`config.mk`:
```
export PLATFORM = sky130hd
export DESIGN_NAME = player_ctl_flat
export DESIGN_NICKNAME = d
export VERILOG_FILES = /design/src/rtl/player_pkg.sv /design/src/rtl/vga_if.sv /design/src/rtl/frame_tick.sv /design/src/rtl/player_ctl.sv /design/src/flat_wrapper.sv
export SDC_FILE = /design/constraint.sdc
export NUM_CORES = 1
export LEC_CHECK = 0
export ABC_AREA = 0
export BUFFER_PORTS_ARGS = -buffer_cell sky130_fd_sc_hd__buf_2
export CORE_ASPECT_RATIO = 0.8
export CORE_MARGIN = 2
export CORE_UTILIZATION = 50
export CTS_CLUSTER_SIZE = 25
export DETAILED_ROUTE_END_ITERATION = 12
export GPL_ROUTABILITY_DRIVEN = 0
export GPL_TIMING_DRIVEN = 0
export PLACE_DENSITY = 0.72
export SKIP_CTS_REPAIR_TIMING = 1
export SYNTH_ARGS = -nofsm -noshare
export SYNTH_HDL_FRONTEND = slang
export SYNTH_SLANG_ARGS = --single-unit
```
`constraint.sdc`:
```
create_clock -name clk -period 3.84 [get_ports clk]
set_input_delay 0.192 -clock clk [delete_from_list [all_inputs] [get_ports clk]]
set_output_delay 0.192 -clock clk [all_outputs]
set_load 0.01 [all_outputs]
```
`src/rtl/player_pkg.sv`:
```
// Shared types and default geometry for the player controller
// and the draw_player sprite stage.
package player_pkg;

  localparam int POS_W = 12;
  localparam int VY_W  = 8;

  localparam int X_INIT   = 400;
  localparam int X_MIN    = 0;
  localparam int X_MAX    = 768;
  localparam int Y_GROUND = 600;
  localparam int Y_MIN    = 0;
  localparam int STEP_X   = 4;
  localparam int JUMP_V0  = 20;
  localparam int GRAVITY  = 1;
  localparam int VY_MAX   = 16;

  typedef enum logic [1:0] {
    GROUND,
    RISE,
    FALL
  } player_state_t;

endpackage

```
`src/rtl/vga_if.sv`:
```
// VGA timing stream as seen by per-frame game logic.
// Only the vertical blanking flag is carried here.
interface vga_if;

  logic vblnk;

  modport out (output vblnk);
  modport in  (input  vblnk);

endinterface

```
`src/rtl/frame_tick.sv`:
```
// One-cycle pulse at the rising edge of vertical blanking.
// Reusable by any logic that advances once per frame.
module frame_tick (
  input  logic clk,
  input  logic rst,
  input  logic vblnk,
  output logic tick
);

  logic vblnk_d;

  always_ff @(posedge clk) begin
    if (rst) vblnk_d <= 1'b0;
    else     vblnk_d <= vblnk;
  end

  assign tick = vblnk & ~vblnk_d;

endmodule

```
`src/rtl/player_ctl.sv`:
```
// Per-frame player motion: clamped horizontal stepping and a
// ground/rise/fall jump machine with integer gravity.
module player_ctl #(
  parameter int X_INIT   = player_pkg::X_INIT,
  parameter int X_MIN    = player_pkg::X_MIN,
  parameter int X_MAX    = player_pkg::X_MAX,
  parameter int Y_GROUND = player_pkg::Y_GROUND,
  parameter int Y_MIN    = player_pkg::Y_MIN,
  parameter int STEP_X   = player_pkg::STEP_X,
  parameter int JUMP_V0  = player_pkg::JUMP_V0,
  parameter int GRAVITY  = player_pkg::GRAVITY,
  parameter int VY_MAX   = player_pkg::VY_MAX
) (
  input  logic                         clk,
  input  logic                         rst,
  vga_if.in                            vga_in,
  input  logic                         move_left,
  input  logic                         move_right,
  input  logic                         jump,
  output logic [player_pkg::POS_W-1:0] xpos,
  output logic [player_pkg::POS_W-1:0] ypos,
  output logic                         facing,
  output logic                         airborne
);

  import player_pkg::*;

  localparam int EW = POS_W + 1;

  logic            tick;
  logic            jump_req;
  logic            jump_eff;
  player_state_t   st, st_n;
  logic [VY_W-1:0] vy, vy_n, vy_f;
  logic [POS_W-1:0] x_n, y_n;
  logic            f_n;

  logic signed [EW-1:0] xl;
  logic        [EW-1:0] xr;
  logic signed [EW-1:0] yr;
  logic        [EW-1:0] yf;
  logic        [VY_W:0] vf;

  frame_tick u_tick (
    .clk   (clk),
    .rst   (rst),
    .vblnk (vga_in.vblnk),
    .tick  (tick)
  );

  // A jump seen on the tick cycle itself still counts for that tick
  assign jump_eff = jump_req | jump;

  always_ff @(posedge clk) begin
    if (rst)       jump_req <= 1'b0;
    else if (tick) jump_req <= 1'b0;
    else if (jump) jump_req <= 1'b1;
  end

  always_comb begin
    x_n = xpos;
    f_n = facing;
    xl  = $signed({1'b0, xpos}) - $signed(EW'(STEP_X));
    xr  = {1'b0, xpos} + EW'(STEP_X);
    unique case (1'b1)
      move_left & ~move_right: begin
        f_n = 1'b1;
        if (xl < $signed(EW'(X_MIN))) x_n = POS_W'(X_MIN);
        else                          x_n = xl[POS_W-1:0];
      end
      move_right & ~move_left: begin
        f_n = 1'b0;
        if (xr > EW'(X_MAX)) x_n = POS_W'(X_MAX);
        else                 x_n = xr[POS_W-1:0];
      end
      default: ;
    endcase
  end

  always_comb begin
    st_n = st;
    vy_n = vy;
    y_n  = ypos;
    yr   = $signed({1'b0, ypos}) - $signed(EW'(vy));
    vf   = {1'b0, vy} + (VY_W+1)'(GRAVITY);
    vy_f = (vf > (VY_W+1)'(VY_MAX)) ? VY_W'(VY_MAX) : vf[VY_W-1:0];
    yf   = {1'b0, ypos} + EW'(vy_f);
    unique case (st)
      GROUND: begin
        if (jump_eff) begin
          vy_n = VY_W'(JUMP_V0);
          st_n = RISE;
        end
      end
      RISE: begin
        if (yr < $signed(EW'(Y_MIN))) begin
          y_n  = POS_W'(Y_MIN);
          vy_n = '0;
          st_n = FALL;
        end else begin
          y_n  = yr[POS_W-1:0];
          vy_n = vy - VY_W'(GRAVITY);
          if (vy_n == '0) st_n = FALL;
        end
      end
      FALL: begin
        if (yf >= EW'(Y_GROUND)) begin
          y_n  = POS_W'(Y_GROUND);
          vy_n = '0;
          st_n = GROUND;
        end else begin
          y_n  = yf[POS_W-1:0];
          vy_n = vy_f;
        end
      end
      default: st_n = GROUND;
    endcase
  end

  always_ff @(posedge clk) begin
    if (rst) begin
      xpos     <= POS_W'(X_INIT);
      ypos     <= POS_W'(Y_GROUND);
      facing   <= 1'b0;
      airborne <= 1'b0;
      vy       <= '0;
      st       <= GROUND;
    end else if (tick) begin
      xpos     <= x_n;
      ypos     <= y_n;
      facing   <= f_n;
      airborne <= (st_n != GROUND);
      vy       <= vy_n;
      st       <= st_n;
    end
  end

endmodule

```
`src/flat_wrapper.sv`:
```
// flat-port wrapper written by rule: the top's interface ports become plain ports
module player_ctl_flat import player_pkg::*;
#(
  parameter int X_INIT   = player_pkg::X_INIT,
  parameter int X_MIN    = player_pkg::X_MIN,
  parameter int X_MAX    = player_pkg::X_MAX,
  parameter int Y_GROUND = player_pkg::Y_GROUND,
  parameter int Y_MIN    = player_pkg::Y_MIN,
  parameter int STEP_X   = player_pkg::STEP_X,
  parameter int JUMP_V0  = player_pkg::JUMP_V0,
  parameter int GRAVITY  = player_pkg::GRAVITY,
  parameter int VY_MAX   = player_pkg::VY_MAX
)
  (clk, rst, move_left, move_right, jump, xpos, ypos, facing, airborne, vga_in_vblnk);
  vga_if vga_in_i ();
  input  logic clk;
  input  logic rst;
  input  logic move_left;
  input  logic move_right;
  input  logic jump;
  output logic [player_pkg::POS_W-1:0] xpos;
  output logic [player_pkg::POS_W-1:0] ypos;
  output logic facing;
  output logic airborne;
  input wire logic [$bits(vga_in_i.vblnk)-1:0] vga_in_vblnk;
  assign vga_in_i.vblnk = vga_in_vblnk;
  player_ctl #(.X_INIT(X_INIT), .X_MIN(X_MIN), .X_MAX(X_MAX), .Y_GROUND(Y_GROUND), .Y_MIN(Y_MIN), .STEP_X(STEP_X), .JUMP_V0(JUMP_V0), .GRAVITY(GRAVITY), .VY_MAX(VY_MAX)) u_core (.clk(clk), .rst(rst), .vga_in(vga_in_i), .move_left(move_left), .move_right(move_right), .jump(jump), .xpos(xpos), .ypos(ypos), .facing(facing), .airborne(airborne));
endmodule
```
# Word level (Yosys, flattened, before mapping)
# Cells that the tools add are included.
[classes]
magnitude_cmp = 5
eq_ne = 3
div_mod_pow = 0
muxes = 17
reduce_logical = 10
multipliers = 0
n_addsub = 6
bitwise_logic = 7
n_shift = 0
[op_table]
columns = ["op", "count"]
rows = [
  ["$mux W12", 4],
  ["$pmux W12 S2", 2],
  ["$mux W8", 4],
  ["$lt A13 B1 Y1 const B", 2],
  ["$pmux W8 S3", 1],
  ["$add A12 B3 Y13 const B", 1],
  ["$add A12 B8 Y13", 1],
  ["$ge A13 B10 Y1 const B", 1],
  ["$gt A13 B10 Y1 const B", 1],
  ["$sub A12 B3 Y13 const B", 1],
  ["$sub A12 B8 Y13", 1],
  ["$add A8 B1 Y9 const B", 1],
  ["$gt A9 B5 Y1 const B", 1],
  ["$logic_not A8 Y1", 1],
  ["$mux W2", 4],
  ["$sub A8 B1 Y8 const B", 1],
  ["$pmux W2 S3", 1],
  ["$reduce_bool A2 Y1", 3],
  ["$reduce_and A2 Y1", 2],
  ["$and A1 B1 Y1", 3],
  ["$not A1 Y1", 3],
  ["$reduce_and A3 Y1", 1],
  ["$reduce_bool A3 Y1", 1],
  ["$eq A2 B1 Y1 const B", 1],
  ["other kinds (6)", 6],
]
[totals]
regBits = 38
latchBits = 0
out_inout_bits = 26
wordCells = 56
mem_bits_rw = 0
romBits = 0
input_bits = 6
memories = 0

# Longest topological paths before layout
[depth]
word_depth = 8
ltp_mapped = 19
mapped_depth_nobuf = 17

# Modules after synthesis
# Synthesis repeated with hierarchy kept, for this count alone.
[hier_totals]
cells_unflattened = 461
area_unflattened_um2 = 3444.6
[by_module_without_submodules]
columns = ["mod", "instances", "area_each_um2", "cells_per_inst", "seq_area_each_um2"]
rows = [
  ["player_ctl", 1, 3397.0, 458, 700.7],
  ["frame_tick", 1, 47.5, 3, 20.0],
]

# Worst setup path before layout
# OpenSTA, ideal clock, no wires.
[synth_timing]
path_type = "reg2reg"
from = "register u_core.vy[0]"
to = "register u_core.ypos[2] in the netlist's numbering"
required_time_ps = 3752
path_stages_with_launch = 19
n_path_buf = 1
period_less_slack_ps = 3658
setup_slack_ps = 182
arrival_ps = 3570
setup_ps = 88
path_cell_list = "dfxtp_1 > ha_1 > nand3_1 > mux2i_1 > nand3_1 > o21ai_1 > and2_1 > ha_1 > inv_1 > fa_1 > and2b_1 > o211ai_1 > a32oi_1 > a311o_1 > o211ai_2 > o21ai_4 > buf_6 > nand4_4 > a311oi_2"
[synth_between]
elab_chain_len = 7
elab_cells_between_ends = 10
classes_between = "add/sub (3); order compare (3); mux (4)"
[synth_rtl]
columns = ["element", "line_no", "text"]
rows = [
  ["start, declared", "player_ctl.sv:34", "logic [VY_W-1:0] vy, vy_n, vy_f;"],
  ["start signal, assigned", "player_ctl.sv:133", "vy <= vy_n;"],
  ["$add A8 B1 Y9", "player_ctl.sv:85", "vf = {1'b0, vy} + (VY_W+1)'(GRAVITY);"],
  ["$gt A9 B5 Y1", "player_ctl.sv:86", "vy_f = (vf > (VY_W+1)'(VY_MAX)) ? VY_W'(VY_MAX) : vf[VY_W-1:0];"],
  ["$mux W8", "player_ctl.sv:86", ""],
  ["$add A12 B8 Y13", "player_ctl.sv:87", "yf = {1'b0, ypos} + EW'(vy_f);"],
  ["$ge A13 B10 Y1", "player_ctl.sv:107", "if (yf >= EW'(Y_GROUND)) begin"],
  ["$mux W12", "player_ctl.sv:107", ""],
  ["$pmux W12 S2 (*)", "player_ctl.sv:88", "unique case (st)"],
  ["end signal, assigned", "player_ctl.sv:123", "ypos <= POS_W'(Y_GROUND);"],
  ["end signal, assigned", "player_ctl.sv:130", "ypos <= y_n;"],
  ["end, declared", "player_ctl.sv:21", "output logic [player_pkg::POS_W-1:0] ypos,"],
]
# Mark *: on every way between the ends. The rest lies on a longest branch, timed or not.
# A chain may end at the register's enable or synchronous reset.

# Worst setup path in the final report
[layout_timing]
from = "register u_core.vy[0]"
to = "register u_core.ypos[5] in the netlist's numbering"
# The elaborated chain is that of the path after synthesis.

==> flow_summary.toml <==
[setup_path]
r2r-start = "u_core.vy[0]"
required_ns = 4.04
critPathMaxFanout = 8
rr_worst_depth = 18
critPathLaunchType = "flop"
r2r_slack_ns = -0.02
crit_path_end_kind = "flop"
endpoint = "u_core.ypos[5]"
worstReg2RegEnd = "u_core.ypos[5]"
crit_start = "u_core.vy[0]"
crit_type = "reg2reg"
cp_data_arrival_time_ns = 4.06

[sta]
setup_ws_ns = -0.0242
setup_violations = 2
rsz0062_at_grt = "yes"
hold_violations = 0
slew_viol_final = 0
tightest_slew_ns = 0.700
slew_headroom_pct = 53.3
period_needed_ns = 3.86
max_freq_ghz = 0.259
holdWs_ns = 0.174
fin_crit_sh_pct = 101
fin_worst_skew_ns = 0.00693

[synthesis]
yosys.area_share.xor_xnor_pct = 4.15
synth_compound_area_share_pct = 31.8
synthAdderAreaFrac_pct = 11.6
synthMuxAreaShare_pct = 1.04
yosysTopAreaCellShare_pct = 21.4
yosys_warnings = 0
synthSimpleGateAreaFrac_pct = 23.3
ys_seq_elements = 36
synth.largest_area_cell = "dfxtp_1"
synth_top_family_by_area = "compound AO/OA/AOI/OAI gates"
syn_area_sq_um = 3370
synthDistinctLibCells = 74
ys_async_sr_fraction_pct = 0
synth_area_leaders = "dfxtp_1, ha_1, a21oi_1"
synthFlopType = "dfxtp_1"
synth_edf_count = 0
yosysSeqAreaShare_pct = 21.4
syn_area_per_cell_sq_um = 7.50
synthCells = 450

[cts]
worstSkewPairLatency_ns = 0.29
cts.clk_slew.worst_paths_ns = 0.08
root_buffer = "clkbuf_8"
numCtsBuffers = 5
cts.sinks = 36
cts_tree = "yes"
htree_num_levels = 2
clk_path_buf_depth = 2

[floorplan]
start_util_pct = 52.1
num_io_pins = 32
core_sq_um = 6470
rows = 26
die_height_um = 77.5
dieArea_sq_um = 7430
die_width_um = 95.9

[drt]
ant_nets = 0
drt-pass1-iter-count = 5
via_count = 3668
drt_iter0_markers = 339
via_per_inst = 6.21
route.detailed.drc = 0
wl_per_cell_um = 16.8
wl_mm = 9.92

[grt]
antenna_found_initial = 0
track_usage_pct = 25.5
grt-ovfl-total = 0
grt_first_pass_wirelength_mm = 15.4
grt_max_degree = 12
grt_pass1_vias = 3246

[placed_design]
place_inst = 568
dpl.hpwl_mm = 7.03
port_buffers = 29

[run_status]
violations = "setup timing"
outcome = "finished, violations left"

[cells_and_area]
drive_above_1_share_pct = 20.9
nets = 543
finalNonFillerCells = 591
seq_area_sq_um = 737
fillCellCount = 603
diodes = 0
syn_to_final_growth_pct = 19.1
multiInputGateArea_sq_um = 2560

[power]
p_sw_share_pct = 33.2
clockPowerShare_pct = 29.5
leakagePower_nw = 1.56
p_switching_uw = 334
irDropWorstVdd_mv = 0.152
p_int_uw = 672
p_per_area_nw_per_um2 = 251
pwr-share-comb_pct = 30.8
seqPwrFrac_pct = 39.7

[flow_run]
maxCapViolations = 0

[hold_path]
min_path_type = "in2reg"
==> layout by cell type (no fill, tap or decap), types with 3 or more instances in the layout <==
master    instances
clkbuf_1         15
o21ai_4           3
o31a_1            3
xnor2_1          14
and2_1            4
buf_2            30
o21ai_0          22
inv_1            27
nand3_2           3
nor2_1           45
nor3_1           14
a21oi_1          35
a22oi_1           4
conb_1            6
ha_1             26
o211ai_1          6
o31ai_1           4
a21oi_2           6
dfxtp_4           4
or3_1             4
nand3_1          12
nor2b_1           6
a211oi_1         11
a211o_1           4
nand2b_1          7
and3_1            3
o21a_1            4
nor4_1            7
dfxtp_1          31
a21o_1            7
a31oi_1           8
clkbuf_8          7
nand2_1          31
buf_4            20
nand4_1           6
==> flip-flops by register name, indices dropped and copies added (netlist names) <==
register,flops
u_core.facing,1
u_core.ypos,12
u_core.st,2
u_core.vy,8
u_core.airborne,1
u_core.jump_req,1
u_core.u_tick.vblnk_d,1
u_core.xpos,10
==> how the worst min path moves through the flow <==
stage	from	end	slack [ns]	depth (start not counted)
CTS	vga_in_vblnk	u_core.u_tick.vblnk_d	0.16	2
global placement	vga_in_vblnk	u_core.u_tick.vblnk_d	0.45	2
detailed placement	vga_in_vblnk	u_core.u_tick.vblnk_d	0.46	2
finish	vga_in_vblnk	u_core.u_tick.vblnk_d	0.17	2
floorplan	vga_in_vblnk	u_core.u_tick.vblnk_d	0.32	1
global route	vga_in_vblnk	u_core.u_tick.vblnk_d	0.18	2
==> metal layers <==
layer | routed length [um] | GRT usage, % | share of wire [%]
met5 | 0 | 0 | 0
met4 | 95 | 3.86 | 0.96
met2 | 4630 | 42.4 | 47
met3 | 812 | 3.98 | 8.2
met1 | 4380 | 35.5 | 44
==> final cells by class <==
class	count	share of cell area, %
Buffer	23	2.83
Clock buffer	7	2.40
Inverter	29	2.71
Multi-Input combinational cell	365	63.7
Sequential cell	36	18.3
Tap cell	84	2.62
Timing Repair Buffer	47	7.41
==> synthesized netlist by cell type (all sizes together) (8+ instances only) <==
library cell	n
o211ai	8
dfxtp	36
a21oi	41
inv	29
nor2	46
ha	28
nor4	8
nand3	15
nor3	14
o21ai	29
nand2	34
a31oi	8
a211oi	12
xnor2	14
clkbuf	17
buf	8
==> through the flow <==
step / setup TNS [ns] / setup slack [ns] / power [mW] / util, % / area (sq um)
finish: -0.0462 / -0.0242 / 1.01 / 62.1 / 4020
global route: -1.65 / -0.152 / 1.06 / 62.1 / 4020
CTS: -7.74 / -0.534 / 0.974 / 57.8 / 3740
detailed placement: -7.14 / -0.490 / 0.676 / 56.3 / 3640
global placement: -6.51 / -0.454 / 0.669 / 56.3 / 3640
floorplan: 0 / 0.182 / 0.613 / - / 3390
==> worst max-delay path, cell delays in order, from the launching register on <==
cell	delay, ns
dfxtp_4	0.43
ha_4	0.19
nand3_2	0.10
mux2i_1	0.21
nand3_2	0.16
o21ai_2	0.11
and2_4	0.18
ha_4	0.13
inv_2	0.04
fa_2	0.36
and2b_1	0.20
o211ai_1	0.20
a311oi_2	0.37
mux2_4	0.25
o21ai_4	0.07
o21ai_4	0.28
buf_4	0.16
a32oi_1	0.09
a211oi_1	0.23
==> logic make-up (layout without fill, tap and decap cells) <==
logic type / after synthesis / count (layout)
adders and majority gates: 30 / 30
other: 1 / 6
AOI/OAI and AO/OA: 152 / 152
xor gates and xnor gates: 16 / 16
and+or+nand+nor: 158 / 158
DFF: 36 / 36
buffers and inverters: 54 / 106
muxes: 3 / 3
==> power by group through the flow <==
stage	combinational, mW	clock (mW)	sequential [mW]
after global routing	0.338	0.321	0.402
after global placement	0.262	0	0.407
after CTS	0.270	0.306	0.399
after detailed placement	0.268	0	0.408
final	0.310	0.297	0.400
after floorplan	0.203	0	0.410
Note: power is estimated with default switching activity, not from simulation.
